`config.mk`:
```
export PLATFORM = sky130hd
export DESIGN_NAME = seg_scan_capture
export DESIGN_NICKNAME = d
export VERILOG_FILES = /design/src/rtl/seg_scan_capture.sv
export SDC_FILE = /design/constraint.sdc
export NUM_CORES = 1
export LEC_CHECK = 0
export BUFFER_PORTS_ARGS = -buffer_cell sky130_fd_sc_hd__buf_2
export CORE_AREA = 2 2 92 94
export CTS_CLUSTER_SIZE = 28
export DETAILED_ROUTE_END_ITERATION = 8
export DIE_AREA = 0 0 94 96
export PLACE_DENSITY = 0.52
export SLEW_MARGIN = 20
export SYNTH_ARGS = -nofsm -noshare
export SYNTH_HDL_FRONTEND = slang
export SYNTH_SLANG_ARGS = --single-unit
export TNS_END_PERCENT = 30
```
`constraint.sdc`:
```
create_clock -name clk_in -period 9.3 [get_ports clk_in]
set_input_delay 0.93 -clock clk_in [delete_from_list [all_inputs] [get_ports clk_in]]
set_output_delay 0.93 -clock clk_in [all_outputs]
set_load 0.03 [all_outputs]
```
`src/rtl/seg_scan_capture.sv`:
```
// seg_scan_capture: receive-side monitor for the two-digit multiplexed
// 7-segment bus; decodes, qualifies and publishes the displayed value.
module seg_scan_capture #(
    parameter int STABLE_N = 3,
    parameter int TIMEOUT  = 255
) (
    input  logic       clk_in,
    input  logic       rst_n,
    input  logic [3:0] an_in,
    input  logic [6:0] seg_in,
    output logic [3:0] tens,
    output logic [3:0] units,
    output logic [6:0] bin,
    output logic       valid,
    output logic       upd,
    output logic       err
);

    typedef enum logic {
        SYNC,
        LOCKED
    } state_t;

    localparam logic [3:0] RUN_MAX  = 4'(STABLE_N);
    localparam logic [9:0] IDLE_MAX = 10'(TIMEOUT);

    // {legal, digit}; patterns are gfedcba, active-low
    function automatic logic [4:0] seg_decode(input logic [6:0] s);
        case (s)
            7'b1000000: seg_decode = {1'b1, 4'd0};
            7'b1111001: seg_decode = {1'b1, 4'd1};
            7'b0100100: seg_decode = {1'b1, 4'd2};
            7'b0110000: seg_decode = {1'b1, 4'd3};
            7'b0011001: seg_decode = {1'b1, 4'd4};
            7'b0010010: seg_decode = {1'b1, 4'd5};
            7'b0000010: seg_decode = {1'b1, 4'd6};
            7'b1111000: seg_decode = {1'b1, 4'd7};
            7'b0000000: seg_decode = {1'b1, 4'd8};
            7'b0010000: seg_decode = {1'b1, 4'd9};
            default:    seg_decode = 5'd0;
        endcase
    endfunction

    state_t          state_q, state_d;
    logic [1:0][3:0] cand_q, cand_d;
    logic [1:0][3:0] run_q, run_d;
    logic [1:0]      cf_q, cf_d;
    logic [1:0]      sel, conf;
    logic [9:0]      idle_q, idle_d;
    logic [3:0]      tens_q, tens_d;
    logic [3:0]      units_q, units_d;
    logic [6:0]      bin_q, bin_d;
    logic            valid_q, valid_d;
    logic            upd_q, upd_d;
    logic            err_q, err_d;
    logic            legal;
    logic [3:0]      dig;

    always_comb begin
        sel          = {an_in == 4'b1101, an_in == 4'b1110};
        {legal, dig} = seg_decode(seg_in);
        cand_d       = cand_q;
        run_d        = run_q;
        conf         = '0;

        // index 0 tracks the units position, index 1 the tens position
        for (int p = 0; p < 2; p++) begin
            if (sel[p]) begin
                if (!legal) begin
                    run_d[p] = 4'd0;
                end else if (dig != cand_q[p]) begin
                    cand_d[p] = dig;
                    run_d[p]  = 4'd1;
                end else if (run_q[p] != RUN_MAX) begin
                    run_d[p] = run_q[p] + 4'd1;
                end
            end
            conf[p] = (run_d[p] == RUN_MAX) && (run_q[p] != RUN_MAX);
        end

        err_d = (|sel) && !legal;

        if (|sel) begin
            idle_d = '0;
        end else if (idle_q != IDLE_MAX) begin
            idle_d = idle_q + 10'd1;
        end else begin
            idle_d = idle_q;
        end

        state_d = state_q;
        cf_d    = cf_q;
        tens_d  = tens_q;
        units_d = units_q;
        valid_d = valid_q;
        upd_d   = 1'b0;

        unique case (state_q)
            SYNC: begin
                cf_d = cf_q | conf;
                if (&cf_d) begin
                    state_d = LOCKED;
                    cf_d    = '0;
                    valid_d = 1'b1;
                    upd_d   = 1'b1;
                    tens_d  = cand_d[1];
                    units_d = cand_d[0];
                end
            end
            LOCKED: begin
                // a timeout edge is a NONE edge, so it never coincides with a confirmation
                if (idle_d == IDLE_MAX) begin
                    state_d = SYNC;
                    valid_d = 1'b0;
                    cf_d    = '0;
                    run_d   = '0;
                end else if (conf[0] && cand_d[0] != units_q) begin
                    units_d = cand_d[0];
                    upd_d   = 1'b1;
                end else if (conf[1] && cand_d[1] != tens_q) begin
                    tens_d = cand_d[1];
                    upd_d  = 1'b1;
                end
            end
            default: begin
            end
        endcase

        bin_d = 7'd10 * {3'b000, tens_d} + {3'b000, units_d};
    end

    always_ff @(posedge clk_in or negedge rst_n) begin
        if (!rst_n) begin
            state_q <= SYNC;
            cand_q  <= '0;
            run_q   <= '0;
            cf_q    <= '0;
            idle_q  <= '0;
            tens_q  <= '0;
            units_q <= '0;
            bin_q   <= '0;
            valid_q <= 1'b0;
            upd_q   <= 1'b0;
            err_q   <= 1'b0;
        end else begin
            state_q <= state_d;
            cand_q  <= cand_d;
            run_q   <= run_d;
            cf_q    <= cf_d;
            idle_q  <= idle_d;
            tens_q  <= tens_d;
            units_q <= units_d;
            bin_q   <= bin_d;
            valid_q <= valid_d;
            upd_q   <= upd_d;
            err_q   <= err_d;
        end
    end

    assign tens  = tens_q;
    assign units = units_q;
    assign bin   = bin_q;
    assign valid = valid_q;
    assign upd   = upd_q;
    assign err   = err_q;

endmodule

```
==> results.txt, run 1 <==
FP Rows -> 33
Worst-margin pin slew -> 0.7195 ns
Switching power share of the total -> 0.3166
Slew HR -> 0.5143
DP Area -> 0.003223 mm2
Overall via count from detail_route -> 2359
Cts bufs inserted -> 5
CP Launch Type -> input pin
Initial core utilization -> 0.3692
Post-route DRC -> 0
Post-CTS Setup Repair Bufs -> 0
Clk_lat worst skew -> 0.30 ns
Total Power -> 578.8 uW
Area contributors post-synth -> dfrtp_1 39%, xnor2_1 4.4%, o21ai_0 4.2%
RSZ-0062 raised after global routing -> false
Die area -> 0.009024 mm2
Post-route ant nets -> 0
Capturing element type of the critical path -> flip-flop
Clock share of power -> 0.318
Critical Path RT -> 9.53 ns
I/O Buffers -> 30
Max VDD drop -> 0.09981 mV
CP max FO -> 10
Final setup vio count -> 0
Combinational power share -> 0.244
Hold_ws -> 0.5519 ns
Status -> complete, no violations
DRT Wirelength -> 6382 um
Cells after Synth -> 304
Static leakage -> 0.001527 uW
Top cell type's share of synthesized area -> 0.3872
Remaining global-route overflow -> 0
Finished Layout Cells -> 442
Max Clock Skew -> 0.007022 ns
Drt pass-1 iters -> 4
Post-synth EDFFs -> 0
GPL Wtd Cong -> 0.7919
Ports -> 31
Share of layout cells above drive strength 1 -> 0.2166
Dpl cells -> 434
Layout fillers -> 814
Cts repair resizes -> 0
Final hold vios -> 0
Synth Flop Type -> dfrtp_1
Worst hold path class -> reg2reg
CTS tree -> yes
Synth Register Bits -> 46
Nets -> 360
Fraction of registers with async set/reset -> 1.000
Internal power -> 395.5 uW
CP arrival -> 5.51 ns
Die Wd -> 94 um
Core area -> 0.008051 mm2
Power density cells -> 171.8 mW/mm2
P&R area growth vs syn -> 13.30%
Net Count, Synth -> 328
Clock Path Buffers -> 2
Psw -> 183.3 uW
CTS Hold Bufs -> 0
Initial DRC count -> 98
Tot GR Track Use -> 0.1533
Via density -> 5.337
Die Y -> 96 um
Root Buffer -> clkbuf_8
Yosys top cell by area -> dfrtp_1
HPWL Detailed -> 4884 um
Post-synthesis cell type count -> 70
Antenna violations before repair -> 0
Max-cap viol count -> 0
CTS HTree Levels -> 2
Synthesized cell area -> 0.002973 mm2
TNS Setup -> 0 ns
Fmax -> 189.4 MHz
Largest net degree at the start of global routing -> 47
CTS Sinks -> 46
First-pass GRT wire length -> 10980 um
Register area share after synthesis -> 0.3872
Final Max Slew Viols -> 0
Vias in the first global route -> 2304
WL per Instance -> 14.44 um
Seq pwr share -> 0.438
Avg Cell Area, Syn -> 9.779 um2
Min cycle time layout -> 5.279 ns
CP Class -> in2reg
Synth Warn # -> 0
Ant. Diodes -> 0
Design area -> 0.003368 mm2
Clock slew at reported path FFs -> 0.09 ns
Post-route clock period utilization -> 0.5676
==> sequential cells by signal, summed over array words and instances (netlist names) <==
signal / flops
bin: 7
valid: 1
err: 1
run_q: 8
units: 3
idle_q: 10
state_q: 1
upd: 1
tens: 4
cand_q: 8
cf_q: 2
==> kinds of logic (layout without fill, tap and decap cells) <==
kind of cell	count (synthesis)	in the layout	synth area share
multiplexers	13	13	0.05051
AO/OA/AOI/OAI	77	77	0.1932
flip-flops	46	46	0.3872
buffers and inverters	16	49	0.02693
XOR/XNOR	23	23	0.06776
AND/OR/NAND/NOR	118	118	0.2231
adder cells (fa/ha/maj)	11	11	0.05135
==> synthesized netlist by cell type (all sizes together) (2+ instances only) <==
| cell | number |
|---|---|
| and2 | 2 |
| nor3 | 6 |
| nor3b | 3 |
| o31ai | 2 |
| clkbuf | 3 |
| a211oi | 3 |
| xor2 | 8 |
| nor4 | 3 |
| nand4 | 3 |
| mux2i | 3 |
| nand2b | 8 |
| inv | 9 |
| xnor2 | 15 |
| o21ai | 28 |
| fa | 2 |
| o311ai | 2 |
| buf | 4 |
| a32oi | 3 |
| nor2 | 28 |
| nor2b | 5 |
| ha | 9 |
| nand3 | 11 |
| and4b | 3 |
| a31oi | 2 |
| dfrtp | 46 |
| a21oi | 16 |
| mux2 | 10 |
| and3 | 7 |
| a21o | 4 |
| nand3b | 3 |
| or2 | 5 |
| nand2 | 23 |
| a2111oi | 2 |
| or3 | 4 |
==> through the flow <==
stage	worst slack, ns	util
floorplan	4.112	-
global placement	3.815	0.4003
detailed placement	3.713	0.4003
CTS	4.029	0.4180
global route	3.692	0.4183
finish	4.021	0.4183
==> metal layers <==
| metal | GRT usage | up-vias | part of all wire |
|---|---|---|---|
| met3 | 0.02584 | 7 | 0.027 |
| met4 | 0.04106 | 0 | 0.012 |
| li1 | - | 1173 | - |
| met2 | 0.2589 | 32 | 0.49 |
| met1 | 0.2045 | 1147 | 0.47 |
| met5 | 0 | - | 0 |
==> area by class of cell <==
| type | count | area (um2) | share of cell area |
|---|---|---|---|
| Multi-Input combinational cell | 242 | 1742 | 0.5171 |
| Sequential cell | 46 | 1151 | 0.3418 |
| Timing Repair Buffer | 32 | 167.7 | 0.04978 |
| Tap cell | 105 | 131.4 | 0.03900 |
| Clock buffer | 6 | 82.58 | 0.02452 |
| Clock inverter | 2 | 60.06 | 0.01783 |
| Inverter | 9 | 33.78 | 0.01003 |
==> cells in the final DEF, fill, tap and decap left out, types with 4 or more instances in the layout <==
cell type	n
nand3_1	10
and3_1	6
ha_1	9
buf_2	29
o21ai_0	25
mux2_2	8
nand2b_1	8
nor2b_1	5
or2_2	4
inv_1	9
xor2_1	8
a21oi_1	16
nor2_1	28
nor3_1	4
nand2_1	22
dfrtp_1	46
clkbuf_8	6
xnor2_1	15
==> worst max-delay path, stage by stage <==
cell     delay, ns
buf_2         0.15
and4b_1       0.20
or3_1         0.36
a32oi_2       0.51
nand2_2       0.13
nand2_1       0.14
mux2_4        0.33
xor2_1        0.14
o41a_1        0.37
o21ai_0       0.30
mux2_2        0.43
ha_1          0.31
ha_1          0.21
fa_1          0.53
nand2_1       0.06
nor2_1        0.12
xnor2_1       0.14
xnor2_1       0.13
==> worst paths after layout <==
kind | from | to | slack (ns) | cells past startpoint
max | seg_in[0] | bin[6] | 4.02 | 18
min reg2reg | state_q | run_q[3] | 0.55 | 1
max in group asynchronous | rst_n | cand_q[6] | 8.28 | 1
min | state_q | run_q[3] | 0.55 | 1
min in group asynchronous | rst_n | idle_q[8] | 0.62 | 1
max reg2reg | run_q[1] | bin[6] | 4.79 | 16
==> power groups by stage <==
stage / combinational, uW / sequential (uW) / clock, uW
2_1_floorplan: 89.6 / 269 / 0
3_3_place_gp: 141 / 257 / 0
3_5_place_dp: 142 / 257 / 0
4_1_cts: 143 / 253 / 189
5_1_grt: 160 / 259 / 199
6_report: 141 / 254 / 184
Power figures use the tool's default switching activity.
==> run 2, diff against run 1 <==
Settings changed: PLACE_DENSITY 0.52 to 0.54.
Clock period 9.3 ns to 4.37 ns, I/O delays scaled along.
==> results.txt, run 2 (synthesized netlist as in run 1, its figures left out) <==
CP arrival -> 4.57 ns (-0.94 ns)
Total Power -> 1181 uW (+100%)
Root Buffer -> clkbuf_8
WL per Instance -> 14.44 um (about the same)
Post-route ant nets -> 0 (unchanged)
CP Launch Type -> input pin
Die Y -> 96 um (unchanged)
HPWL Detailed -> 5487 um (+12%)
Drt pass-1 iters -> 4 (unchanged)
Vias in the first global route -> 2490 (+8.1%)
CP delay by family, top -> compound AO/OA/AOI/OAI gates
CTS Sinks -> 46 (unchanged)
Antenna violations before repair -> 0 (unchanged)
Remaining global-route overflow -> 0 (unchanged)
CTS tree -> yes
CP Class -> in2reg
Max VDD drop -> 0.1392 mV (+40%)
Ports -> 31 (unchanged)
Largest net degree at the start of global routing -> 47 (unchanged)
CP max FO -> 6 (-4)
Critical path's largest stage delay -> 0.50 ns (-0.03 ns)
Most common cell after layout, fill and taps aside -> buf_4
Clock Path Buffers -> 2 (unchanged)
P&R area growth vs syn -> 31.52%
Number of flip-flops in the largest register -> 10 (unchanged)
Fmax -> 230.3 MHz
Nets -> 416 (+16%)
Ant. Diodes -> 0 (unchanged)
Status -> complete, no violations
Largest regs -> idle_q: 10 flops, cand_q: 8 flops, run_q: 8 flops
Clock slew at reported path FFs -> 0.09 ns (about the same)
Final Max Slew Viols -> 0 (unchanged)
GPL Wtd Cong -> 0.8493 (+7.2%)
First-pass GRT wire length -> 12120 um (+10%)
Final hold vios -> 0 (unchanged)
Clk_lat worst skew -> 0.30 ns (about the same)
Critical path's slowest cell -> fa_1
Max-cap viol count -> 0 (unchanged)
Share of layout cells above drive strength 1 -> 0.3699 (+0.1533)
Capturing element type of the critical path -> flip-flop
Hold_ws -> 0.1334 ns (-0.4185 ns)
TNS Setup -> 0 ns (unchanged)
I/O Buffers -> 30 (unchanged)
Min cycle time layout -> 4.341 ns
Critical Path RT -> 4.60 ns (-4.93 ns)
Worst-margin pin slew -> 0.5872 ns (-0.1323 ns)
Max Clock Skew -> 0.008403 ns (+0.001381 ns)
Initial DRC count -> 47 (-52%)
Post-route clock period utilization -> 0.9935
Initial core utilization -> 0.3692 (unchanged)
DRT Wirelength -> 7175 um (+12%)
Power density cells -> 301.9 mW/mm2 (+76%)
Cts bufs inserted -> 5 (unchanged)
CTS HTree Levels -> 2 (unchanged)
Worst hold path class -> in2async
Core area -> 0.008051 mm2 (unchanged)
Worst path buffer plus inverter count -> 1 (unchanged)
FP Rows -> 33 (unchanged)
Die area -> 0.009024 mm2 (unchanged)
Largest Register -> idle_q
Slew HR -> 0.6086 (+0.09429)
Final setup vio count -> 0 (unchanged)
Critical path cell sequence -> buf_8 > and4b_1 > or3_4 > a32oi_4 > nand2_2 > nand2_4 > mux2_4 > xor2_2 > o41a_1 > o31ai_4 > mux2_4 > ha_4 > ha_4 > fa_1 > nand2_1 > nor2_1 > xnor2_1 > xnor2_1
Static leakage -> 0.001831 uW (+20%)
Overall via count from detail_route -> 2528 (+7.2%)
Post-route DRC -> 0 (unchanged)
Most frequent cells in the layout -> 58 x buf_4, 46 x dfrtp_1, 27 x nor2_1
Via density -> 5.087 (-4.7%)
Tot GR Track Use -> 0.1705 (+0.01716)
Die Wd -> 94 um (unchanged)
RSZ-0062 raised after global routing -> true
[run 2: metal layers]
layer | track usage | routed length [um] | up-vias
met5 | 0 | 0 | -
met4 | 0.04831 | 63 | 0
met3 | 0.02349 | 182 | 5
met2 | 0.3006 | 3654 | 25
met1 | 0.2191 | 3275 | 1220
li1 | - | - | 1278
[run 2: worst reg2reg max path, cell delays in order (launching register included)]
cell     delay [ns]
dfrtp_1        0.43
ha_1           0.22
nor2b_1        0.22
nor2b_2        0.26
a22oi_1        0.13
o41ai_2        0.31
nor4b_4        0.34
o41a_1         0.34
o31ai_4        0.12
mux2_4         0.34
ha_4           0.25
ha_4           0.15
fa_1           0.51
nand2_1        0.06
nor2_1         0.11
xnor2_1        0.15
xnor2_1        0.14
[run 2: path summary, 6_finish.rpt]
kind,startpoint,to,depth (start not counted),slack (ns)
worst max-delay path,seg_in[4],bin[6],18,0.03
worst min-delay path,rst_n,run_q[1],1,0.13
worst max register to register,run_q[0],bin[6],16,0.22
worst min register to register,state_q,run_q[3],1,0.53
max in group asynchronous,rst_n,cand_q[6],1,3.84
min in group clk_in,state_q,run_q[3],1,0.53
[run 2: layout make-up]
class | count | area (um2)
clock buffers | 5 | 68.82
flip-flops and latches | 46 | 1151
repair buffers | 88 | 620.6
well taps | 105 | 131.4
fillers | 778 | 4141
clock inverters | 2 | 10.01
multi-input cells | 242 | 1894
inverters | 9 | 33.78
[run 2: per-stage QoR]
stage | area, um2 | setup WS [ns] | cells | utilization
after CTS | 3739 | 0.0002509 | 491 | 0.4643
after detailed placement | 3643 | -0.3598 | 484 | 0.4525
final | 3910 | 0.02855 | 497 | 0.4856
after global placement | 3643 | -0.3267 | 484 | 0.4525
after global routing | 3910 | -0.1435 | 497 | 0.4856
after floorplan | 3020 | -0.1485 | 304 | -
[run 2: repair_timing]
item	CTS	global route
hold buffers	0	0
setup buffers	0	6
pin swaps	1	16
setup endpoints to repair	1	4
resized for setup	2	29
endpoints found under the hold margin	0	0
[run 2: where the power goes]
group	total [uW]	switching [uW]	internal (uW)
Combinational	386	207	178
Sequential	542	60.3	482
Clock	252	145	108
Total	1180	412	768
